<file path="src/rtl/leaf_credit_arbiter_pkg.sv">
// leaf_pkg: shared constants and helpers for the leaf credit-return arbiter
// and the round-robin arbiter it uses.
//   - valid_pos(): bit position of the packet valid bit (PACKET_BITS-1)
//   - ptr_w():     width of a round-robin pointer over NUM_REQ requesters
//   - SLOT_EMPTY / SLOT_FULL: output-slot state, encoded as the valid bit
package leaf_pkg;

  localparam int PACKET_BITS_DEFAULT = 97;
  localparam int VALID_POS_DEFAULT   = PACKET_BITS_DEFAULT - 1;

  // Output-slot state is exactly the valid bit of the registered packet.
  localparam logic SLOT_EMPTY = 1'b0;
  localparam logic SLOT_FULL  = 1'b1;

  function automatic int valid_pos(input int packet_bits);
    return packet_bits - 1;
  endfunction

  // At least one bit so a single-requester build still has a legal pointer.
  function automatic int ptr_w(input int num_req);
    return (num_req <= 1) ? 1 : $clog2(num_req);
  endfunction

endpackage

</file>
<file path="src/rtl/leaf_credit_arbiter_rr_arbiter.sv">
// rr_arbiter: purely combinational round-robin arbiter.
// Searches req starting at index ptr, wrapping modulo NUM_REQ, and grants the
// first set bit.
// Ports:
//   req     in  NUM_REQ  request vector
//   ptr     in  PTR_W    index where the search starts (must be < NUM_REQ)
//   gnt     out NUM_REQ  one-hot grant (0 when nothing requested)
//   gnt_idx out PTR_W    index of the granted requester
//   gnt_vld out 1        some requester was granted
module rr_arbiter #(
  parameter int NUM_REQ = 4,
  parameter int PTR_W   = 2
) (
  input  logic [NUM_REQ-1:0] req,
  input  logic [PTR_W-1:0]   ptr,
  output logic [NUM_REQ-1:0] gnt,
  output logic [PTR_W-1:0]   gnt_idx,
  output logic               gnt_vld
);

  // Two passes: indices at/after ptr first, then the wrapped-around ones.
  always_comb begin
    gnt     = '0;
    gnt_idx = '0;
    gnt_vld = 1'b0;
    for (int j = 0; j < NUM_REQ; j++) begin
      if (!gnt_vld && req[j] && (j >= int'(ptr))) begin
        gnt_vld = 1'b1;
        gnt[j]  = 1'b1;
        gnt_idx = PTR_W'(j);
      end
    end
    for (int j = 0; j < NUM_REQ; j++) begin
      if (!gnt_vld && req[j] && (j < int'(ptr))) begin
        gnt_vld = 1'b1;
        gnt[j]  = 1'b1;
        gnt_idx = PTR_W'(j);
      end
    end
  end

endmodule

</file>
<file path="src/rtl/leaf_credit_arbiter.sv">
// leaf_credit_arbiter: shares the leaf's single outgoing BFT packet slot among
// NUM_REQ credit-return requesters. Every freespace_update pulse is counted
// per requester; pending credits are granted round-robin and each accepted
// slot carries one registered packet built from the granted requester's
// template.
// Build option: define LEAF_ARB_COALESCE_EN to drain a requester's whole
// pending count in one packet (count carried in the low PAYLOAD_BITS).
// Ports:
//   clk                     in  1                    clock
//   reset                   in  1                    synchronous, active-high
//   freespace_update_vec    in  NUM_REQ              one-cycle credit pulses
//   packet_in_vec           in  NUM_REQ*PACKET_BITS  per-requester templates
//   dout_leaf_interface2bft out PACKET_BITS          registered packet, MSB = valid
//   resend                  in  1                    BFT refused; hold the slot
//   grant_onehot            out NUM_REQ              owner of the current packet
//   overflow_err            out 1                    sticky counter-overflow flag
module leaf_credit_arbiter
  import leaf_pkg::*;
#(
  parameter int PACKET_BITS  = 97,
  parameter int PAYLOAD_BITS = 64,
  parameter int NUM_REQ      = 4,
  parameter int CNT_BITS     = 4
) (
  input  logic                           clk,
  input  logic                           reset,
  input  logic [NUM_REQ-1:0]             freespace_update_vec,
  input  logic [NUM_REQ*PACKET_BITS-1:0] packet_in_vec,
  output logic [PACKET_BITS-1:0]         dout_leaf_interface2bft,
  input  logic                           resend,
  output logic [NUM_REQ-1:0]             grant_onehot,
  output logic                           overflow_err
);

  localparam int                VLD     = valid_pos(PACKET_BITS);
  localparam int                PW      = ptr_w(NUM_REQ);
  localparam logic [CNT_BITS-1:0] CNT_MAX = '1;

  logic [CNT_BITS-1:0]    cnt_q [NUM_REQ];
  logic [CNT_BITS-1:0]    cnt_d [NUM_REQ];
  logic [PW-1:0]          ptr_q, ptr_d;
  logic [PACKET_BITS-1:0] dout_q, dout_d;
  logic [NUM_REQ-1:0]     grant_q, grant_d;
  logic                   ovf_q, ovf_d;

  logic [NUM_REQ-1:0]     req;
  logic [NUM_REQ-1:0]     arb_gnt;
  logic [PW-1:0]          arb_idx;
  logic                   arb_vld;
  logic                   adv;
  logic [NUM_REQ-1:0]     inc_v;
  logic [NUM_REQ-1:0]     dec_v;
  logic [PACKET_BITS-1:0] sel_pkt;
`ifdef LEAF_ARB_COALESCE_EN
  logic [CNT_BITS-1:0]    sel_cnt;
`endif

  always_comb begin
    for (int i = 0; i < NUM_REQ; i++) begin
      req[i] = |cnt_q[i];
    end
  end

  rr_arbiter #(
    .NUM_REQ (NUM_REQ),
    .PTR_W   (PW)
  ) u_rr_arbiter (
    .req     (req),
    .ptr     (ptr_q),
    .gnt     (arb_gnt),
    .gnt_idx (arb_idx),
    .gnt_vld (arb_vld)
  );

  // The slot may take a new packet when empty, or when the BFT accepted the
  // one currently held.
  assign adv   = (dout_q[VLD] == SLOT_EMPTY) || !resend;
  assign inc_v = freespace_update_vec;
  assign dec_v = arb_gnt & {NUM_REQ{adv}};

  // Template is read in the grant cycle, not captured at pulse time.
  always_comb begin
    sel_pkt = '0;
`ifdef LEAF_ARB_COALESCE_EN
    sel_cnt = '0;
`endif
    for (int i = 0; i < NUM_REQ; i++) begin
      if (arb_gnt[i]) begin
        sel_pkt = packet_in_vec[i*PACKET_BITS +: PACKET_BITS];
`ifdef LEAF_ARB_COALESCE_EN
        sel_cnt = cnt_q[i];
`endif
      end
    end
  end

  // Per-requester pending-credit counters; a coincident pulse and grant
  // cancel out so no credit is lost.
  always_comb begin
    ovf_d = ovf_q;
    for (int i = 0; i < NUM_REQ; i++) begin
      cnt_d[i] = cnt_q[i];
`ifdef LEAF_ARB_COALESCE_EN
      if (dec_v[i]) begin
        cnt_d[i] = inc_v[i] ? CNT_BITS'(1) : '0;
      end else if (inc_v[i]) begin
        if (cnt_q[i] == CNT_MAX) ovf_d = 1'b1;
        else                     cnt_d[i] = cnt_q[i] + 1'b1;
      end
`else
      if (inc_v[i] && !dec_v[i]) begin
        if (cnt_q[i] == CNT_MAX) ovf_d = 1'b1;
        else                     cnt_d[i] = cnt_q[i] + 1'b1;
      end else if (dec_v[i] && !inc_v[i]) begin
        cnt_d[i] = cnt_q[i] - 1'b1;
      end
`endif
    end
  end

  // Output slot: load granted packet, or go EMPTY when nothing is pending.
  always_comb begin
    dout_d  = dout_q;
    grant_d = grant_q;
    ptr_d   = ptr_q;
    if (adv) begin
      if (arb_vld) begin
        dout_d      = sel_pkt;
        dout_d[VLD] = SLOT_FULL;
`ifdef LEAF_ARB_COALESCE_EN
        dout_d[PAYLOAD_BITS-1:0] = PAYLOAD_BITS'(sel_cnt);
`else
        dout_d[PAYLOAD_BITS-1:0] = sel_pkt[PAYLOAD_BITS-1:0];
`endif
        grant_d = arb_gnt;
        ptr_d   = (arb_idx == PW'(NUM_REQ - 1)) ? '0 : arb_idx + 1'b1;
      end else begin
        dout_d  = '0;
        grant_d = '0;
      end
    end
  end

  always_ff @(posedge clk) begin
    if (reset) begin
      for (int i = 0; i < NUM_REQ; i++) cnt_q[i] <= '0;
      ptr_q   <= '0;
      dout_q  <= '0;
      grant_q <= '0;
      ovf_q   <= 1'b0;
    end else begin
      for (int i = 0; i < NUM_REQ; i++) cnt_q[i] <= cnt_d[i];
      ptr_q   <= ptr_d;
      dout_q  <= dout_d;
      grant_q <= grant_d;
      ovf_q   <= ovf_d;
    end
  end

  assign dout_leaf_interface2bft = dout_q;
  assign grant_onehot            = grant_q;
  assign overflow_err            = ovf_q;

endmodule

</file>
<file path="config.mk">
export PLATFORM = sky130hd
export DESIGN_NAME = leaf_credit_arbiter
export DESIGN_NICKNAME = d
export VERILOG_FILES = /design/src/rtl/leaf_credit_arbiter_pkg.sv /design/src/rtl/leaf_credit_arbiter_rr_arbiter.sv /design/src/rtl/leaf_credit_arbiter.sv
export SDC_FILE = /design/constraint.sdc
export NUM_CORES = 1
export LEC_CHECK = 0
export ABC_AREA = 1
export ABC_CLOCK_PERIOD_IN_PS = 3250
export CELL_PAD_IN_SITES_DETAIL_PLACEMENT = 1
export CELL_PAD_IN_SITES_GLOBAL_PLACEMENT = 1
export CORE_AREA = 2 2 192 194
export DETAILED_ROUTE_END_ITERATION = 12
export DIE_AREA = 0 0 194 196
export PLACE_DENSITY_LB_ADDON = 0.1
export SLEW_MARGIN = 20
export SYNTH_ARGS = -nofsm -noshare
export SYNTH_HDL_FRONTEND = slang
export SYNTH_SLANG_ARGS = --single-unit
</file>
<file path="constraint.sdc">
create_clock -name clk -period 3.25 [get_ports clk]
set_input_delay 0.4875 -clock clk [delete_from_list [all_inputs] [get_ports clk]]
set_output_delay 0.4875 -clock clk [all_outputs]
set_load 0.1 [all_outputs]
</file>
==> results.md <==
- Crit. End Element: flip-flop
- Net switching power: 9.516 mW
- Seq/Total Area, Yosys: 0.3304
- Post-CTS sizing: 0
- Final setup violating endpoints: 0
- Fin crit share: 0.8292
- Crit path time final: 2695 ps
- Post-detail-place hpwl: 31090 um
- FP Rows: 70
- First-pass DRT Iterations: 4
- Total CTS buffers: 17
- Vias in the first global route: 10030
- DRT antenna net count: 0
- Leakage: 4.792 nW
- Design Area, Final: 13060 sq um
- Worst Path Required: 3600 ps
- CP max FO: 96
- Clk slew on worst S/H paths: 60 ps
- GRT Total Usage: 0.2209
- Die X: 194 um
- H-tree levels: 4
- Library cells used by synthesis: 35
- Latest clock arrival within the worst-skew pair: 430 ps
- I/O pin count: 497
- Fin. Hold Viols: 0
- Final Non-Filler Cells: 1988
- Worst Hold Class: reg -> reg
- R2R Setup Slk: 550 ps
- R2R depth: 12
- Initial antenna violation count: 9
- Postcts setup bufs: 0
- Post-DP Area: 12380 sq um
- CTS tree: done
- Status: complete, no violations
- Final Util: 0.3618
- WL final: 43280 um
- Arrival @ worst endpoint: 3050 ps
- Comb pwr share: 0.726
- Synthesis warning total: 0
- Layout cell share with drive strength beyond 1: 0.09914
- Hold Crit Start: cnt_q[3][3]
- Seq pwr share: 0.144
- Startpoint types: flip-flop
- Sw Ratio: 0.5731
- Iter 0 DRT Violations: 296
- Fmax: 371.1 MHz
- Syn Area/Cell: 6.827 sq um
- Clock Root Buffer: clkbuf_16
- Slew @ Worst Pin: 1016 ps
- Largest net degree at the start of global routing: 104
- Flops & latches, synth: 120
- Post-Synthesis Cells: 1065
- # hold bufs at CTS: 0
- Syn Nets: 1471
- Worst Path Class, Setup: reg -> reg
- Pre-CTS WS: 254.2 ps
- Clk sinks: 120
- Growth of design area from synthesis to finish: 79.57%
- TNS Setup: 0 ps
- Clock share of power: 0.130
- Clock Path Buffers: 2
- Internal power: 7.088 mW
- Reg-to-reg endpoint: dout_leaf_interface2bft[39]
- Full die area: 38020 sq um
- Slew Viols, Final: 0
- Clk_skew: 11.44 ps
- First-pass GRT wire length: 64030 um
- Cell area after synthesis: 7271 sq um
- Crit. Startpoint: cnt_q[0][1]
- Nets: 1906
- Power per cell area: 1272 nW/um^2
- Gr ovfl total: 0
- RR Startpoint: cnt_q[0][1]
- Vias per cell: 4.829
- RSZ-0062 raised after global routing: no
- Core Area: 36080 sq um
- FILL cells: 4421
- Port Buffers: 492
- Rel. slew slack: 0.3205
- Setup ws final: 554.9 ps
- Vias: 9600
- Cell total after placement: 1949
- Maxcap violations: 0
- Starting Density: 0.2015
- Worst ir drop on vdd: 850.2 uV
- GPL Wtd Cong: 0.8208
- Die Y: 196 um
- DR DRC count: 0
- WL/cell: 21.77 um
- CP endpoint: dout_leaf_interface2bft[39]
==> synth_stat cells, drive strengths merged <==
library cell,n,area [sq um]
dfxtp,120,2402
a21o,2,15.01
nand3b,2,15.01
nor3,3,20.02
nor4,1,6.260
a21oi,311,1556
nand3,8,45.04
clkbuf,35,131.4
xnor2,4,35.03
a211oi,1,7.510
nand2,137,554.3
o211ai,96,720.7
o21bai,1,7.510
or2,6,37.54
xor2,2,17.52
nor2,119,454.2
o21ai,113,565.5
nand4,7,58.81
fa,3,60.06
a31oi,2,12.51
inv,25,93.84
buf,59,354.1
ha,8,100.1
==> power by group through the flow <==
stage / clock (mW) / sequential, mW / combinational [mW]
final: 2.17 / 2.38 / 12.1
after global routing: 2.30 / 2.47 / 13.2
after CTS: 2.23 / 2.39 / 12.3
after detailed placement: 0 / 2.41 / 12.2
after global placement: 0 / 2.39 / 12.1
after floorplan: 0 / 5.39 / 5.72
==> state kept, by name, indices dropped and copies added (netlist names) <==
register,cells
dout_leaf_interface2bft,97
grant_onehot,4
ptr_q,2
cnt_q,16
overflow_err,1
==> cell type report <==
type / count / area (sq um) / area share
Clock inverter: 12 / 197.7 / 0.01514
Sequential cell: 120 / 2402 / 0.1840
Tap cell: 468 / 585.6 / 0.04485
Timing Repair Buffer: 510 / 4997 / 0.3827
Clock buffer: 20 / 456.7 / 0.03498
Multi-Input combinational cell: 826 / 4299 / 0.3293
Antenna cell: 7 / 17.52 / 0.001342
Inverter: 25 / 100.1 / 0.007666
==> per-stage QoR <==
| stage | power [mW] | hold slack [ps] |
|---|---|---|
| 5_1_grt | 17.92 | 482.9 |
| 2_1_floorplan | 11.11 | 428.8 |
| 3_3_place_gp | 14.49 | 452.5 |
| 6_report | 16.60 | 463.0 |
| 3_5_place_dp | 14.62 | 457.5 |
| 4_1_cts | 16.89 | 467.6 |
==> worst min-delay path by stage <==
stage                                       end  slack, ps  depth (start not counted)
floorplan                           cnt_q[3][3]        430                          1
global placement    dout_leaf_interface2bft[89]        450                          2
detailed placement  dout_leaf_interface2bft[82]        460                          2
CTS                 dout_leaf_interface2bft[72]        470                          2
global route        dout_leaf_interface2bft[20]        480                          2
finish                              cnt_q[3][3]        460                          1
==> cell usage in the layout (no fill, tap or decap), types with 3 or more instances in the layout <==
cell,count
diode_2,7
xnor2_1,4
clkinv_2,6
nand2_2,11
clkbuf_16,17
or2_1,5
ha_1,8
clkdlybuf4s50_1,422
nand4_1,6
o21ai_1,48
inv_2,6
nand2_4,3
o21ai_0,65
nand2_1,123
nand3_1,7
nor2_2,3
nor2_1,116
inv_1,15
dfxtp_1,120
buf_12,9
bufinv_16,5
a21oi_1,311
fa_1,3
o211ai_1,96
buf_4,79
==> routing by layer <==
layer | routed length, um | vias up | global-route usage | share of wire
li1 | - | 4653 | - | -
met1 | 17610 | 4567 | 0.2598 | 0.41
met2 | 21490 | 331 | 0.3805 | 0.50
met3 | 3293 | 43 | 0.07512 | 0.076
met4 | 842 | 6 | 0.06397 | 0.019
met5 | 45 | - | 0 | 0.0010
==> critical path, cell delays in order (launching register included) <==
cell and delay [ps]:
dfxtp_1 360, nor2_1 140, nand2_2 100, nand2_2 170, nand3_2 110, nor2_2 110
nand2_1 90, nand2_4 80, buf_12 310, a21oi_1 140, o21ai_0 410, o211ai_1 210
a21oi_1 160
==> kinds of logic (layout without fill, tap and decap cells) <==
group / after synthesis / in the layout / synth area share
AOI/OAI and AO/OA: 526 / 526 / 0.3968
and+or+nand+nor: 283 / 283 / 0.1638
DFF: 120 / 120 / 0.3304
buffers and inverters: 119 / 567 / 0.07968
adders and majority gates: 11 / 11 / 0.02203
xor gates and xnor gates: 6 / 6 / 0.007228
other: 0 / 7 / 0
Note: power is estimated with default switching activity, not from simulation.
